File: src/rtl/fifo_rd_stream_adapter_pkg.sv
// fifo_pkg: shared FIFO geometry and adapter FSM state encoding
package fifo_pkg;
   localparam int DATA_WIDTH = 16;
   localparam int ADDR_WIDTH = 4;
   localparam int RAM_DEPTH  = 16;
   typedef enum logic [1:0] {
      ST_IDLE  = 2'd0,
      ST_RUN   = 2'd1,
      ST_FLUSH = 2'd2
   } state_e;
endpackage

File: src/rtl/fifo_rd_stream_adapter_skid_buf_2.sv
// skid_buf_2: two-entry in-order buffer with simultaneous push/pop
module skid_buf_2
   import fifo_pkg::*;
#(
   parameter int W = DATA_WIDTH
) (
   input  logic         clk,
   input  logic         rst,
   input  logic         push_i,
   input  logic [W-1:0] push_data_i,
   input  logic         pop_i,
   output logic [1:0]   occ_o,
   output logic [W-1:0] head_o
);
   logic [W-1:0] d0_q, d0_d, d1_q, d1_d;
   logic [1:0]   occ_q, occ_d, base;
   // pop shifts entry 1 forward first; the push then lands in the first free slot
   always_comb begin
      base  = occ_q - {1'b0, pop_i};
      occ_d = base + {1'b0, push_i};
      d0_d  = (push_i && base == 2'd0) ? push_data_i : (pop_i ? d1_q : d0_q);
      d1_d  = (push_i && base != 2'd0) ? push_data_i : d1_q;
   end
   // storage and occupancy registers
   always_ff @(posedge clk or negedge rst) begin
      if (!rst) begin
         d0_q  <= '0;
         d1_q  <= '0;
         occ_q <= 2'd0;
      end else begin
         d0_q  <= d0_d;
         d1_q  <= d1_d;
         occ_q <= occ_d;
      end
   end
   assign occ_o  = occ_q;
   assign head_o = d0_q;
endmodule

File: src/rtl/fifo_rd_stream_adapter.sv
// fifo_rd_stream_adapter: drains a 1-cycle-latency FIFO into a bursty valid/ready stream
module fifo_rd_stream_adapter
   import fifo_pkg::*;
#(
   parameter int DATA_WIDTH = fifo_pkg::DATA_WIDTH,
   parameter int BURST_LEN  = 4
) (
   input  logic                  clk,
   input  logic                  rst,
   input  logic                  enable,
   input  logic                  fifo_empty,
   input  logic [DATA_WIDTH-1:0] fifo_data,
   output logic                  fifo_rd_cs,
   output logic                  fifo_rd_en,
   output logic                  m_valid,
   input  logic                  m_ready,
   output logic [DATA_WIDTH-1:0] m_data,
   output logic                  m_last,
   output logic [15:0]           words_sent
);
   localparam logic [3:0] LAST_BEAT = 4'(BURST_LEN - 1);
   state_e                state_q, state_d;
   logic                  inflight_q;
   logic [3:0]            beat_q, beat_d;
   logic [15:0]           words_q, words_d;
   logic [1:0]            occ;
   logic [DATA_WIDTH-1:0] head;
   logic                  pop, rd, flush_end;
   skid_buf_2 #(.W(DATA_WIDTH)) u_buf (
      .clk        (clk),
      .rst        (rst),
      .push_i     (inflight_q),
      .push_data_i(fifo_data),
      .pop_i      (pop),
      .occ_o      (occ),
      .head_o     (head)
   );
   assign m_valid    = occ != 2'd0;
   assign m_data     = head;
   assign pop        = m_valid && m_ready;
   assign rd         = state_q == ST_RUN && !fifo_empty &&
                       ({1'b0, occ} + {2'b0, inflight_q} - {2'b0, pop}) < 3'd2;
   assign fifo_rd_cs = rd;
   assign fifo_rd_en = rd;
   assign flush_end  = state_q == ST_FLUSH && occ == 2'd1 && !inflight_q;
   assign m_last     = m_valid && (beat_q == LAST_BEAT || flush_end);
   assign words_sent = words_q;
   // next state, beat position and handshake count
   always_comb begin
      state_d = state_q == ST_IDLE ? (enable ? ST_RUN : ST_IDLE) :
                state_q == ST_RUN  ? (enable ? ST_RUN : ST_FLUSH) :
                enable ? ST_RUN : ((occ == 2'd0 && !inflight_q) ? ST_IDLE : ST_FLUSH);
      beat_d  = state_q == ST_IDLE ? 4'd0 : (!pop ? beat_q : (m_last ? 4'd0 : beat_q + 4'd1));
      words_d = words_q + 16'(pop);
   end
   // control registers; a read issued now is captured by the buffer next cycle
   always_ff @(posedge clk or negedge rst) begin
      if (!rst) begin
         state_q    <= ST_IDLE;
         inflight_q <= 1'b0;
         beat_q     <= 4'd0;
         words_q    <= 16'd0;
      end else begin
         state_q    <= state_d;
         inflight_q <= rd;
         beat_q     <= beat_d;
         words_q    <= words_d;
      end
   end
endmodule

File: config.mk
export PLATFORM = sky130hd
export DESIGN_NAME = fifo_rd_stream_adapter
export DESIGN_NICKNAME = d
export VERILOG_FILES = /design/src/rtl/fifo_rd_stream_adapter_pkg.sv /design/src/rtl/fifo_rd_stream_adapter_skid_buf_2.sv /design/src/rtl/fifo_rd_stream_adapter.sv
export SDC_FILE = /design/constraint.sdc
export NUM_CORES = 1
export LEC_CHECK = 0
export CAP_MARGIN = 20
export CORE_ASPECT_RATIO = 1.5
export CORE_MARGIN = 5
export CORE_UTILIZATION = 45
export CTS_CLUSTER_DIAMETER = 150
export DETAILED_ROUTE_END_ITERATION = 8
export PLACE_DENSITY = 0.84
export SYNTH_ARGS = -nofsm -noshare
export SYNTH_HDL_FRONTEND = slang
export SYNTH_SLANG_ARGS = --single-unit
File: constraint.sdc
create_clock -name clk -period 4.42 [get_ports clk]
set_input_delay 0.884 -clock clk [delete_from_list [all_inputs] [get_ports clk]]
set_output_delay 0.884 -clock clk [all_outputs]
set_load 0.05 [all_outputs]
After elaboration in Yosys (flattened, before gate mapping)
Cells that the tools add are included.
- mux-type cells: 11
- reductions and logical operators: 19
- equality and inequality tests: 4
- add/sub/neg operators: 6
- order comparisons: 1
- operator list (kind ; count):
    16-bit two-way mux ; 2
    16-bit by 1-bit adder with 16-bit output ; 1
    4-bit two-way mux ; 3
    2-bit two-way mux ; 5
    1-bit logical AND ; 9
    2-bit nonzero test ; 4
    2-bit logical NOT ; 3
    4-bit by 1-bit adder with 4-bit output (second input constant) ; 1
    2-bit by 1-bit == test with 1-bit output (second input constant) ; 2
    4-bit by 2-bit == test with 1-bit output (second input constant) ; 1
    2-bit by 1-bit adder with 3-bit output ; 1
    3-bit by 2-bit < comparator with 1-bit output (second input constant) ; 1
    3-bit by 1-bit subtractor with 3-bit output ; 1
    2-bit by 1-bit adder with 2-bit output ; 1
    2-bit == test (second input constant) ; 1
    1-bit logical NOT ; 2
    2-bit by 1-bit subtractor with 2-bit output ; 1
    1-bit logical OR ; 1
    1-bit two-way mux ; 1
- bits of input ports: 21
- logic and storage cells: 48
- output and inout port bits: 36
- bits in registers: 57

Depth between registers and ports, before layout
- depth in word-level cells: 8
- depth in mapped cells: 10
- depth with buffers taken out: 9

By module
From an unflattened synthesis, not the netlist that was laid out.
- cell total of the unflattened synthesis: 214
- area total of the unflattened synthesis: 2572.5 um2
- by module, submodules not included (module ; times used ; sequential area each (um2) ; area each (um2) ; cells each):
    skid_buf_2 ; 1 ; 850.8 ; 1452.6 ; 112
    fifo_rd_stream_adapter ; 1 ; 575.6 ; 1119.8 ; 102

Least setup slack after synthesis
OpenSTA, ideal clock, no wires.
- kind: input to output
- from: in m_ready
- to: out fifo_rd_en
- path buffers: 1
- stages: 10
- required time: 3536 ps
- slack: 543 ps
- data arrival time: 2993 ps
- cell sequence: o21ai_2 -> inv_2 -> nand2b_2 -> inv_2 -> or2_4 -> nand2_1 -> fa_1 -> nand4bb_1 -> nor2_1 -> buf_4
- cells in the longest elaborated chain, start to end: 4
- ends and longest elaborated chain (item ; line ; text):
    start, declared ; fifo_rd_stream_adapter.sv:16 ; input logic m_ready,
    1-bit logical AND ; fifo_rd_stream_adapter.sv:40 ; assign pop = m_valid && m_ready;
    3-bit by 1-bit subtractor with 3-bit output ; fifo_rd_stream_adapter.sv:42 ; ({1'b0, occ} + {2'b0, inflight_q} - {2'b0, pop}) < 3'd2;
    3-bit by 2-bit < comparator with 1-bit output ; fifo_rd_stream_adapter.sv:42 ;
    1-bit logical AND ; fifo_rd_stream_adapter.sv:41 ; assign rd = state_q == ST_RUN && !fifo_empty &&
    end, declared ; fifo_rd_stream_adapter.sv:14 ; output logic fifo_rd_en,
No other way between the ends.

Worst setup path after layout
Same ends and word-level chain as after synthesis.

==> flow_summary.yaml <==
route:
  routed_via_density: 5.01
  firstDrtPassIters: 4
  drcViolationCount: 0
  wire_per_inst_um: 14.1
  initialDrtViolationCount: 154
  final_antenna_net_count: 0
  drt_wl_total_um: 4960
  dr_total_vias: 1758
floorplanning:
  dieWidth_um: 71.0
  fp.dieH_um: 102
  ios: 57
  core_mm2: 0.00545
  start_util_pct: 46.1
  num_rows: 33
  dieArea_mm2: 0.00721
synth:
  synth_area_per_cell_um2: 11.8
  synth.most_common_cell: "dfrtp_1"
  synth_warnings: 0
  synth_top_cell_area_share_pct: 56.8
  synth_area_leaders: "dfrtp_1, mux2i_1, mux2_1, xor2_1, o21ai_0"
  ys_seq_elements: 57
  syn-num-nets: 240
  synth_top_area_cell: "dfrtp_1"
  synth_common_cells: "dfrtp_1, nand2_1, o21ai_0"
  async_flop_share_pct: 100
  synth_ff_type: "dfrtp_1"
  synth_edf_count: 0
  yosysSeqAreaShare_pct: 56.8
  synth_area_mm2: 0.00251
  syn-instance-count: 213
  synth.distinct_cells: 35
pwr:
  pwr-share-seq_pct: 34.8
  p_leak_nw: 1.55
  power_density_mw_per_mm2: 709
  clockPowerShare_pct: 22.9
  p_switching_mw: 0.959
  ir_drop_v: 0.000436
  switching_share_pct: 39.8
  p_int_mw: 1.45
  p_total_mw: 2.41
  combPwrFrac_pct: 42.3
global_routing:
  grt_pass1_vias: 1850
  overflow: 0
  met2_usage_pct: 26.6
  grt.met1_usage_pct: 16.8
  grt_busiest_layer: "met2"
  antenna_found_initial: 0
  gr-usage-met3_pct: 5.36
  grt_pass1_wl_um: 8580
  grtUsageTotal_pct: 15.4
  grt_max_degree: 58
timing:
  fin_setup_tns_ns: 0
  rsz0062_at_grt: "false"
  setup_viol: 0
  fmax_mhz: 252
  fin_crit_sh_pct: 89.8
  fin_skew_ns: 0.00654
  slew_viol_final: 0
  hold_viol_final: 0
  slew_headroom_pct: 42.4
  whs_ns: 0.464
  worst_slack_ns: 0.450
  fin_crit_ns: 3.97
  tightest_slew_ns: 0.852
worst_setup_path:
  setup.worst_path.start: "m_ready"
  crit_path_frequent_cell: "inv_2"
  worstPathCellList: "clkdlybuf4s50_1 -> o21ai_2 -> inv_2 -> nand2b_2 -> inv_2 -> or2_4 -> nand2_1 -> fa_1 -> nand4bb_1 -> nor2_1 -> buf_12"
  worstPathMaxFanout: 4
  r2r_cells: 6
  crit_required_ns: 3.54
  timing.critical_path.buf_inv: 4
  arrival_ns: 3.09
  r2r-end: "u_buf.d1_q[4]"
  critical-path-slowest-cell: "clkdlybuf4s50_1"
  worstSetupStartpointType: "input pin"
  cp-endpoint: "fifo_rd_en"
  reg2reg_from: "u_buf.occ_o[1]"
  critPathMaxStageDelay_ns: 0.51
  ff2ff_setup_slack_ns: 2.22
  cp.depth: 11
  worst_setup_path_end_kind: "primary output"
  critical_path_class: "in -> out"
  cpLargestDelayFamily: "buffers and inverters"
cts:
  cts_max_path_buffers: 2
  hold_buffers: 0
  cts.clk_slew.worst_paths_ns: 0.07
  h-tree-depth: 3
  postCtsSetupBuffers: 0
  cts-buffers-inserted: 9
  clock_sinks: 57
  cts_tree: "built"
  clock_latency_ns: 0.33
  cts_resized: 0
  root_buffer: "clkbuf_8"
job:
  cap_viol_max_count: 0
cells_and_area:
  final_cells: 351
  drive_gt1_share_pct: 12.5
  area_delta_synth_final_pct: 35.3
  n_antenna_cell: 0
  nets: 303
placed_design:
  dp.cells: 335
  io_buffers: 56
  hpwl_um: 3480
  gp_congestion: 0.759
  dp_worst_setup_slack_ns: 0.423
run_status:
  status: "complete, no violations"
hold_path:
  worstHoldPathType: "reg -> reg"
==> registers in the layout, summed over array words and instances, names as in the netlist <==
signal / count
u_buf.head_o: 16
state_q: 2
words_sent: 16
u_buf.d1_q: 16
beat_q: 4
inflight_q: 1
u_buf.occ_o: 2
==> metal layers <==
metal / vias to the layer above / share of wire [%]
li1: 856 / -
met1: 850 / 41
met2: 42 / 52
met3: 10 / 5.3
met4: 0 / 2.3
met5: - / 0
==> power groups by stage <==
stage	clock network (mW)	logic [mW]	registers [mW]
finish	0.553	1.02	0.838
global route	0.596	1.09	0.868
CTS	0.569	1.03	0.840
detailed placement	0	1.03	0.848
global placement	0	1.01	0.841
floorplan	0	0.381	1.15
==> layout make-up <==
cell class	instances	area [um^2]
repair buffers	59	598
well taps	70	87.6
fillers	456	2050
multi-input cells	142	1030
clock buffers	11	151
inverters	7	26.3
flip-flops and latches	57	1430
clock inverters	5	77.6
==> how the worst min path moves through the flow <==
stage | endpoint | slack, ns | from | depth (start not counted)
global route | words_sent[15] | 0.49 | words_sent[15] | 1
CTS | words_sent[15] | 0.47 | words_sent[15] | 1
finish | words_sent[15] | 0.46 | words_sent[15] | 1
floorplan | u_buf.d1_q[10] | 0.46 | u_buf.d1_q[10] | 1
global placement | words_sent[15] | 0.45 | words_sent[15] | 1
detailed placement | words_sent[15] | 0.46 | words_sent[15] | 1
==> logic make-up (layout without fill, tap and decap cells) <==
kind of cell | count (synthesis) | after routing | synth area share, %
compound gates | 25 | 25 | 5.88
simple gates | 63 | 63 | 12.4
flops | 57 | 57 | 56.8
fa+ha+maj | 6 | 6 | 3.29
xor+xnor | 16 | 16 | 5.58
mux | 32 | 32 | 13.5
buf+inv | 14 | 82 | 2.54
==> metrics by stage <==
step	utilization (%)	area [um^2]
2_1_floorplan	-	2510
3_3_place_gp	58.1	3170
3_5_place_dp	58.1	3170
4_1_cts	62.4	3400
5_1_grt	62.4	3400
6_report	62.4	3400
==> placed cells by master, fill, tap and decap left out, types with 3 or more instances in the layout <==
cell             instances
dfrtp_1                 57
clkdlybuf4s50_1         53
nand2_1                 21
o21ai_0                 17
mux2i_1                 16
nor2_1                  14
xor2_1                  11
clkbuf_8                11
nand3_1                 10
mux2_1                  10
mux2_2                   6
inv_1                    5
xnor2_1                  5
ha_1                     5
and3_1                   3
nor2b_1                  3
a21oi_1                  3
buf_4                    3
No activity file was read; power rests on OpenSTA's default activity.
